==> src/rtl/time_unit_counter.sv <==
// rtl/time_unit_counter.sv - modulo-N time-unit counter stage (seconds/minutes/hours)
// Optional feature macro: TUC_COUNT_DOWN_EN adds the 'down' input for borrow-counting.
module time_unit_counter #(
  parameter int CLK_HZ       = 100_000_000,
  parameter int FAST_DIV     = 60,
  parameter int MODULO       = 60,
  parameter int WIDTH        = 6,
  parameter int USE_EXT_TICK = 0
) (
  input  logic             clk,
  input  logic             reset,
  input  logic             ext_tick,
  input  logic             run,
  input  logic             speed,
`ifdef TUC_COUNT_DOWN_EN
  input  logic             down,
`endif
  input  logic [WIDTH-1:0] load_val,
  output logic [WIDTH-1:0] value,
  output logic             carry_out,
  output logic             tick_out
);

  localparam int PW = (CLK_HZ > 1) ? $clog2(CLK_HZ) : 1;
  localparam logic [PW-1:0]    NORM_M1 = PW'(CLK_HZ - 1);
  localparam logic [PW-1:0]    FAST_M1 = PW'((CLK_HZ / FAST_DIV) - 1);
  localparam logic [WIDTH-1:0] MAX_VAL = WIDTH'(MODULO - 1);

  logic [PW-1:0]    presc_q, presc_d;
  logic             speed_q, speed_d;
  logic [WIDTH-1:0] value_q, value_d;
  logic             carry_q, carry_d;
  logic             tick_out_q, tick_out_d;
  logic             tick_int;
  logic             tick;
  logic [PW-1:0]    period_m1;

  // Prescaler: free-running regardless of run; a speed change restarts the period without a tick.
  always_comb begin
    speed_d   = speed;
    period_m1 = speed ? FAST_M1 : NORM_M1;
    tick_int  = 1'b0;
    presc_d   = presc_q;
    if (USE_EXT_TICK != 0) begin
      presc_d = '0;
    end else if (speed != speed_q) begin
      presc_d = '0;
    end else if (presc_q >= period_m1) begin
      presc_d  = '0;
      tick_int = 1'b1;
    end else begin
      presc_d = presc_q + 1'b1;
    end
    tick       = (USE_EXT_TICK != 0) ? ext_tick : tick_int;
    tick_out_d = tick;
  end

  // Count on tick while running; while stopped, a non-zero load_val loads with clamp to MODULO-1.
  always_comb begin
    value_d = value_q;
    carry_d = 1'b0;
    if (run) begin
      if (tick) begin
`ifdef TUC_COUNT_DOWN_EN
        if (down) begin
          if (value_q == '0) begin
            value_d = MAX_VAL;
            carry_d = 1'b1;
          end else if (value_q > MAX_VAL) begin
            value_d = '0;
            carry_d = 1'b1;
          end else begin
            value_d = value_q - 1'b1;
          end
        end else
`endif
        if (value_q >= MAX_VAL) begin
          value_d = '0;
          carry_d = 1'b1;
        end else begin
          value_d = value_q + 1'b1;
        end
      end
    end else if (load_val != '0) begin
      value_d = (load_val > MAX_VAL) ? MAX_VAL : load_val;
    end
  end

  // State registers; reset discards any partial prescaler period.
  always_ff @(posedge clk or posedge reset) begin
    if (reset) begin
      presc_q    <= '0;
      speed_q    <= 1'b0;
      value_q    <= '0;
      carry_q    <= 1'b0;
      tick_out_q <= 1'b0;
    end else begin
      presc_q    <= presc_d;
      speed_q    <= speed_d;
      value_q    <= value_d;
      carry_q    <= carry_d;
      tick_out_q <= tick_out_d;
    end
  end

  assign value     = value_q;
  assign carry_out = carry_q;
  assign tick_out  = tick_out_q;

endmodule

==> config.mk <==
export PLATFORM = sky130hd
export DESIGN_NAME = time_unit_counter
export DESIGN_NICKNAME = d
export VERILOG_FILES = /design/src/rtl/time_unit_counter.sv
export SDC_FILE = /design/constraint.sdc
export NUM_CORES = 1
export LEC_CHECK = 0
export CELL_PAD_IN_SITES_DETAIL_PLACEMENT = 2
export CELL_PAD_IN_SITES_GLOBAL_PLACEMENT = 2
export CORE_ASPECT_RATIO = 0.5
export CORE_MARGIN = 4
export CORE_UTILIZATION = 33
export DETAILED_ROUTE_END_ITERATION = 10
export GPL_TIMING_DRIVEN = 0
export PLACE_DENSITY = 0.87
export SYNTH_ARGS = -nofsm -noshare
export SYNTH_HDL_FRONTEND = slang
export SYNTH_SLANG_ARGS = --single-unit
export TNS_END_PERCENT = 100
==> constraint.sdc <==
create_clock -name clk -period 2.25 [get_ports clk]
set_input_delay 0.45 -clock clk [delete_from_list [all_inputs] [get_ports clk]]
set_output_delay 0.45 -clock clk [all_outputs]
set_load 0.01 [all_outputs]
==> Word level (Yosys, flattened, before mapping) <==
Index checks and enable logic that the tools add are counted.
{ "op_classes": {"reduce_logical": 3, "n_shift": 0, "mux": 13, "div": 0, "addsub": 2, "n_mul": 0, "n_eq_ne": 2, "bitwise": 0, "n_lt_le_gt_ge": 3} }
{ "ops": {"columns": ["operator", "n"], "rows": [
  ["27-bit 2-to-1 mux", 3],
  ["6-bit 2-to-1 mux", 5],
  ["27-bit by 1-bit adder with 27-bit output, second input constant", 1],
  ["27-bit greater-or-equal comparator", 1],
  ["6-bit by 1-bit adder with 6-bit output, second input constant", 1],
  ["6-bit greater-or-equal comparator, second input constant", 1],
  ["6-bit greater-than comparator, second input constant", 1],
  ["6-bit nonzero test", 1],
  ["1-bit 2-to-1 mux", 5],
  ["2-bit by 1-bit inequality test with 1-bit output, second input constant", 1],
  ["2-bit AND reduction", 1],
  ["2-bit nonzero test", 1],
  ["1-bit inequality test", 1]
]} }
{ "totals": {"register_bits": 36, "ramBits": 0, "mem_bits_ro": 0, "memories": 0, "out_inout_bits": 8, "latch_bits": 0, "wordCells": 28, "in_bits": 11} }

==> Logic depth before layout (Yosys ltp) <==
Gate-level depths: netlist (run 1).
{ "logic_depth": {"word_depth": 6, "ltp_mapped": 10, "mapped_depth_nobuf": 9} }

==> Worst setup path after synthesis (run 1) <==
OpenSTA, ideal clock, no wires.
{ "synth_timing": {"kind": "input to register", "startpoint": "input speed", "endpoint": "register value_q[1] (netlist: value[1])", "path_stages": 9, "arrival_ps": 2104, "required_time_ps": 2125, "slack_ps": 21, "path_cell_list": "inv_1 -> ha_1 -> a21oi_1 -> o21ai_1 -> nor3_1 -> nor3_4 -> o211ai_4 -> and2_4 -> mux2_4"} }
{ "synth_between": {"elab_chain_len": 6, "word_cells_on_any_way": 7, "classes_between": "order compare (1); eq/ne (2); mux (3); reduce/logical (1)"} }
{ "synth_lines": {"columns": ["item", "line_no", "source"], "rows": [
  ["start, declared", "14", "input logic speed,"],
  ["27-bit 2-to-1 mux", "41", "period_m1 = speed ? FAST_M1 : NORM_M1;"],
  ["27-bit greater-or-equal comparator", "48", "end else if (presc_q >= period_m1) begin"],
  ["1-bit 2-to-1 mux", "48", null],
  ["1-bit 2-to-1 mux (*)", "46", "end else if (speed != speed_q) begin"],
  ["2-bit by 1-bit inequality test with 1-bit output (no line) (*)", null, null],
  ["2-bit AND reduction (no line) (*)", null, null],
  ["end signal, assigned", "100", "value_q <= value_d;"],
  ["end, declared", "31", "logic [WIDTH-1:0] value_q, value_d;"]
]} }
Mark *: on every way between the ends. The rest lies on a longest branch, timed or not.
A chain may end at the register's enable or synchronous reset.

==> Worst setup path in the final report (run 1) <==
{ "layout_timing": {"startpoint": "register presc_q[15]", "endpoint": "register value_q[0] (netlist: value[0])"} }
{ "layout_between": {"elab_chain_len": 5} }
{ "layout_lines": {"columns": ["item", "line_no", "source"], "rows": [
  ["start, declared", "29", "logic [PW-1:0] presc_q, presc_d;"],
  ["start signal, assigned", "98", "presc_q <= presc_d;"],
  ["27-bit greater-or-equal comparator", "48", null],
  ["1-bit 2-to-1 mux", "48", null],
  ["1-bit 2-to-1 mux", "46", null],
  ["2-bit by 1-bit inequality test with 1-bit output (no line)", null, null],
  ["2-bit AND reduction (no line)", null, null]
]} }
Every way passes these cells.

==> run summary, run 1 <==
Tot Pwr - 1.86 mW
crit-path leading delay family - simple AND/OR/NAND/NOR gates
Fin Hold WS - 0.358 ns
hold path startpoint - speed
Post-synth EDFFs - 0
worst path cell trace - ha_1, nand4b_1, nor2_1, nand4b_1, nor3_4, o211ai_4, and2_4, buf_4, a21o_1
Starting Density - 34.8%
number of antenna diodes - 0
Vias - 2220
failing checks - negative setup slack
Yosys cell types - 40
Core Footprint - 6210 sq um
Async S/R FF share, synth - 100%
chip width - 122 um
vias in the first global route - 2369
I/O Buffers - 17
final setup vio count - 32
critical path peak fanout - 6
CTS tree - done
GRT overflow - 0
Synthesis Warnings - 0
worst path required time - 2.42 ns
number of DRC markers in iteration 0 - 277
largest net degree at the start of global routing - 37
VDD IR-drop max - 0.402 mV
initial antenna violation count - 0
Worst setup SP type - flip-flop
via/cell ratio - 5.97
most frequent cell after synthesis - nor2_1
synthesized cell area - 2160 sq um
R2R Path Start - presc_q[15]
Critical-path top delay cell - dfrtp_1
post-synthesis sequential area ratio - 41.7%
area leader, netlist - dfrtp_1
post-cts hold buffer count - 0
Fin Setup TNS - -4.61 ns
ANT nets after route - 0
TritonCTS Buffers - 5
wire length per cell - 30.6 um
Top FF cell, synth - dfrtp_1
crit-path max cell delay - 0.43 ns
# DRC - 0
Overall Global Routing Usage - 25.2%
P_leak - 1.30 nW
clk sink count - 36
TritonRoute pass-1 iters - 4
Cells after Synth - 229
hpwl dp - 4720 um
CP startpoint - presc_q[15]
CTS max path bufs - 2
Placed Cells incl. Taps - 334
final clock skew - 0.0203 ns
CTS H-tree lvls - 2
count of buffer and inverter cells on the critical path - 1
drt total wl - 11400 um
worst slew pin tran - 0.803 ns
Ports - 19
Synth Area per Inst - 9.44 sq um
Pwr Density - 601 nW/um^2
layout cells sized above 1 - 32.4%
clk_lat worst skew - 0.30 ns
Seq cells post-synth - 36
RSZ-0062 raised after global routing - yes
die area - 7990 sq um
Slew Viols, Final - 0
Max-slew headroom - 46.4%
Layout area overhead - 43.4%
crit share post-route - 110%
final hold violations - 0
Clock Pin Slew Worst Setup and Hold Paths - 0.07 ns
most frequent CP cell - nand4b_1
worst setup margin - -0.230 ns
Final #Nets - 311
final cell count without fillers - 372
fmax - 403 MHz
Synth area leaders - dfrtp_1, ha_1, nor2_1, xnor2_1, xor2_1
Post-synth top cells - nor2_1, dfrtp_1, ha_1
Final min period - 2.48 ns
Site Rows - 20
Die Span Y - 65.2 um
first-pass GRT wire length - 14900 um
Hold Path Class - in2reg
WS Path Type - reg2reg
Worst Path Arrival - 2.65 ns
root buf cell - clkbuf_16
Max Cap Viol - 0
Yosys top cell area share - 41.7%
fillers - 631
status - finished with violations
crit end category - flip-flop
gpl congestion - 0.765
syn_nets - 257
cells in the final DEF, fill, tap and decap left out, drive strengths merged, types with 2 or more instances in the layout:
master / n
clkbuf: 9
nand4: 8
nor3: 6
nor2b: 2
inv: 8
nand3: 16
nor2: 49
xnor2: 15
nand2: 16
buf: 32
o211ai: 4
clkdlybuf4s50: 16
nand4b: 3
ha: 17
xor2: 11
nor3b: 2
and2: 2
a31oi: 2
o21ai: 4
or2: 2
and3: 5
a21oi: 5
dfrtp: 36
a211o: 2
through the flow:
step,util [%],setup WS (ns),instance area [sq um]
global placement,39.4,-1.26,2440
floorplan,-,0.0211,2160
finish,50.0,-0.230,3100
detailed placement,39.4,-1.36,2440
CTS,44.8,-0.0550,2780
global route,50.0,-0.272,3100
power breakdown:
group | total [mW] | internal [mW] | switching [mW]
Sequential | 0.742 | 0.678 | 0.0636
Combinational | 0.368 | 0.175 | 0.192
Clock | 0.755 | 0.444 | 0.311
final cells by class:
class	count	area, sq um	area share [%]
Tap cell	88	110	3.55
Clock buffer	8	146	4.72
Sequential cell	36	908	29.3
Buffer	2	30.0	0.969
Multi-Input combinational cell	183	1450	46.9
Timing Repair Buffer	47	423	13.6
Inverter	8	30.0	0.969
timing repair:
| item | 4_1_cts | 5_1_grt |
|---|---|---|
| gates resized for setup | 31 | 35 |
| pin swaps | 11 | 16 |
| setup endpoints to repair | 35 | 31 |
| buffers inserted | 9 | 20 |
| gates cloned | 0 | 1 |
registers in the layout, summed over array words and instances (netlist names):
| register | count |
|---|---|
| tick_out | 1 |
| value | 6 |
| speed_q | 1 |
| carry_out | 1 |
| presc_q | 27 |
per-layer routing:
| layer | wire, um | vias up | track usage (%) |
|---|---|---|---|
| met4 | 465 | 0 | 12.1 |
| met5 | 0 | - | 0 |
| li1 | - | 918 | - |
| met2 | 5300 | 122 | 40.7 |
| met3 | 833 | 40 | 6.36 |
| met1 | 4800 | 1140 | 31.7 |
final timing paths:
kind                               end  slack, ns  depth (start not counted)
hold / removal                 speed_q       0.36                          1
setup / recovery              value[0]      -0.23                          9
max in group asynchronous   presc_q[2]       1.00                          2
setup reg to reg              value[0]      -0.23                          9
hold reg to reg             presc_q[0]       0.55                          1
min in group asynchronous  presc_q[22]       0.67                          2
cell families (layout without fill, tap and decap cells):
kind of cell             count (synthesis)  in the layout  share of synthesized area [%]
flip-flops                              36             36                           41.7
adder cells (fa/ha/maj)                 17             17                           9.84
AO/OA/AOI/OAI                           25             25                           8.91
AND/OR/NAND/NOR                        114            114                           26.5
XOR/XNOR                                26             26                           10.5
buffers and inverters                   10             65                           1.85
multiplexers                             1              1                          0.694
Note: power is estimated with default switching activity, not from simulation.
==> run 2: changes to the inputs <==
Settings changed: CORE_ASPECT_RATIO 0.5 to 1.4.
==> run 2 against run 1 <==
Effect of this change:
- the flow still finishes with violations (negative setup slack)
- largest cell class unchanged
- cell area decreased by 8.2%
- first-iteration DRC count is 83% lower
- critical path type unchanged
- largest power group is now registers
- non-clock buffer count shrank 14
- highest routed layer unchanged
==> run summary, run 2 (same netlist as run 1, synthesis figures left out) <==
Pwr Density - 563 nW/um^2
Die Span Y - 104 um
I/O Buffers - 17
final hold violations - 0
Worst setup SP type - flip-flop
CTS tree - done
chip width - 76.4 um
fin util - 45.2%
post-cts hold buffer count - 0
fmax - 424 MHz
layout cells sized above 1 - 21.9%
crit share post-route - 105%
first-pass GRT wire length - 10800 um
CTS max path bufs - 2
TritonCTS Buffers - 5
initial antenna violation count - 0
crit end category - flip-flop
fillers - 678
number of antenna diodes - 0
vias in the first global route - 2164
WHS Endpoint - speed_q
commonest non-fill, non-tap cells in the layout - nor2_1, dfrtp_1, nand3_1, clkdlybuf4s50_1, xnor2_1
Vias - 1916
Site Rows - 34
status - finished with violations
Final min period - 2.36 ns
Slew Viols, Final - 0
Reg2Reg Capture Point - value[1]
worst setup margin - -0.107 ns
hold path depth - 1
Biggest register - presc_q
hold path startpoint - speed
number of DRC markers in iteration 0 - 48
largest net degree at the start of global routing - 20
via/cell ratio - 5.60
CTS H-tree lvls - 2
register-to-register setup slack - -0.11 ns
Placed Area - 2450 sq um
met3 Use GR - 3.47%
final clock skew - 0.0144 ns
RSZ-0062 raised after global routing - yes
most common cell after layout, fill and taps aside - nor2_1
Core Footprint - 6300 sq um
max FFs per register - 27
final cell count without fillers - 342
Starting Density - 34.3%
ANT nets after route - 0
VDD IR-drop max - 0.349 mV
worst path required time - 2.43 ns
clk sink count - 36
Worst Path Arrival - 2.53 ns
Final #Nets - 297
Clock Pin Slew Worst Setup and Hold Paths - 0.09 ns
clk_lat worst skew - 0.30 ns
Hold Path Class - in2reg
Layout area overhead - 31.6%
Max-slew headroom - 48.4%
Overall Global Routing Usage - 17.1%
worst reg2reg path depth - 8
pre-CTS setup slack - -1.34 ns
failing checks - negative setup slack
wire length per cell - 21.9 um
die area - 7930 sq um
met1 usage - 16.9%
busiest grt layer - met2
TritonRoute pass-1 iters - 4
hpwl dp - 4380 um
root buf cell - clkbuf_8
Ports - 19
drt total wl - 7490 um
Placed Cells incl. Taps - 319
R2R Path Start - presc_q[22]
# DRC - 0
worst slew pin tran - 0.774 ns
met2 Use GR - 33.0%
P_leak - 1.22 nW
gpl congestion - 0.764
Max Cap Viol - 0
WS Path Type - reg2reg
Finished Cell Area - 2850 sq um
GRT overflow - 0
final setup vio count - 6
critical path peak fanout - 5
## run 2: metrics by stage
step                hold slack [ns]  setup TNS, ns  total power, mW
floorplan                     0.474              0            0.846
global placement              0.521         -38.67            0.950
CTS                           0.348       -0.00227             1.57
global route                  0.356          -3.45             1.68
finish                        0.371         -0.406             1.60
detailed placement            0.531         -42.31            0.969
## run 2: cell type report
| type | instances | area (sq um) | area share [%] |
|---|---|---|---|
| Buffer | 2 | 30.0 | 1.06 |
| Tap cell | 72 | 90.1 | 3.17 |
| Multi-Input combinational cell | 183 | 1360 | 47.8 |
| Inverter | 8 | 30.0 | 1.06 |
| Sequential cell | 36 | 906 | 31.8 |
| Clock inverter | 2 | 35.0 | 1.23 |
| Clock buffer | 6 | 72.6 | 2.55 |
| Timing Repair Buffer | 33 | 323 | 11.3 |
## run 2: power breakdown
group          switching [mW]  total [mW]  internal (mW)
Clock                   0.266       0.596          0.330
Combinational           0.144       0.277          0.133
Sequential             0.0529       0.730          0.677
## run 2: routing by layer
layer | vias up | wire length, um | share of wire [%]
li1 | 878 | - | -
met1 | 977 | 2750 | 37
met2 | 40 | 4220 | 56
met3 | 21 | 207 | 2.8
met4 | 0 | 309 | 4.1
met5 | - | 0 | 0
## run 2: repair_timing
action                                  CTS  global route
endpoints found under the setup margin   35            32
pin swaps                                 3            16
resized for setup                        18            27
buffers inserted                          5            10
## run 2: how the worst max path moves through the flow
| stage | start | end | slack [ns] |
|---|---|---|---|
| floorplan | speed | value[1] | 0.02 |
| CTS | presc_q[24] | presc_q[21] | -0.002 |
| global placement | speed | value[1] | -1.27 |
| finish | presc_q[22] | value[1] | -0.11 |
| global route | presc_q[22] | value[2] | -0.24 |
| detailed placement | speed | presc_q[24] | -1.34 |
## run 2: worst max-delay path: stages (launching register included)
cell and delay (ns):
dfrtp_2 0.46, ha_1 0.34, nand4_1 0.13, nor2_2 0.17
nand4b_1 0.18, nor3_4 0.30, o211ai_4 0.13, and2_4 0.22
mux2_4 0.30
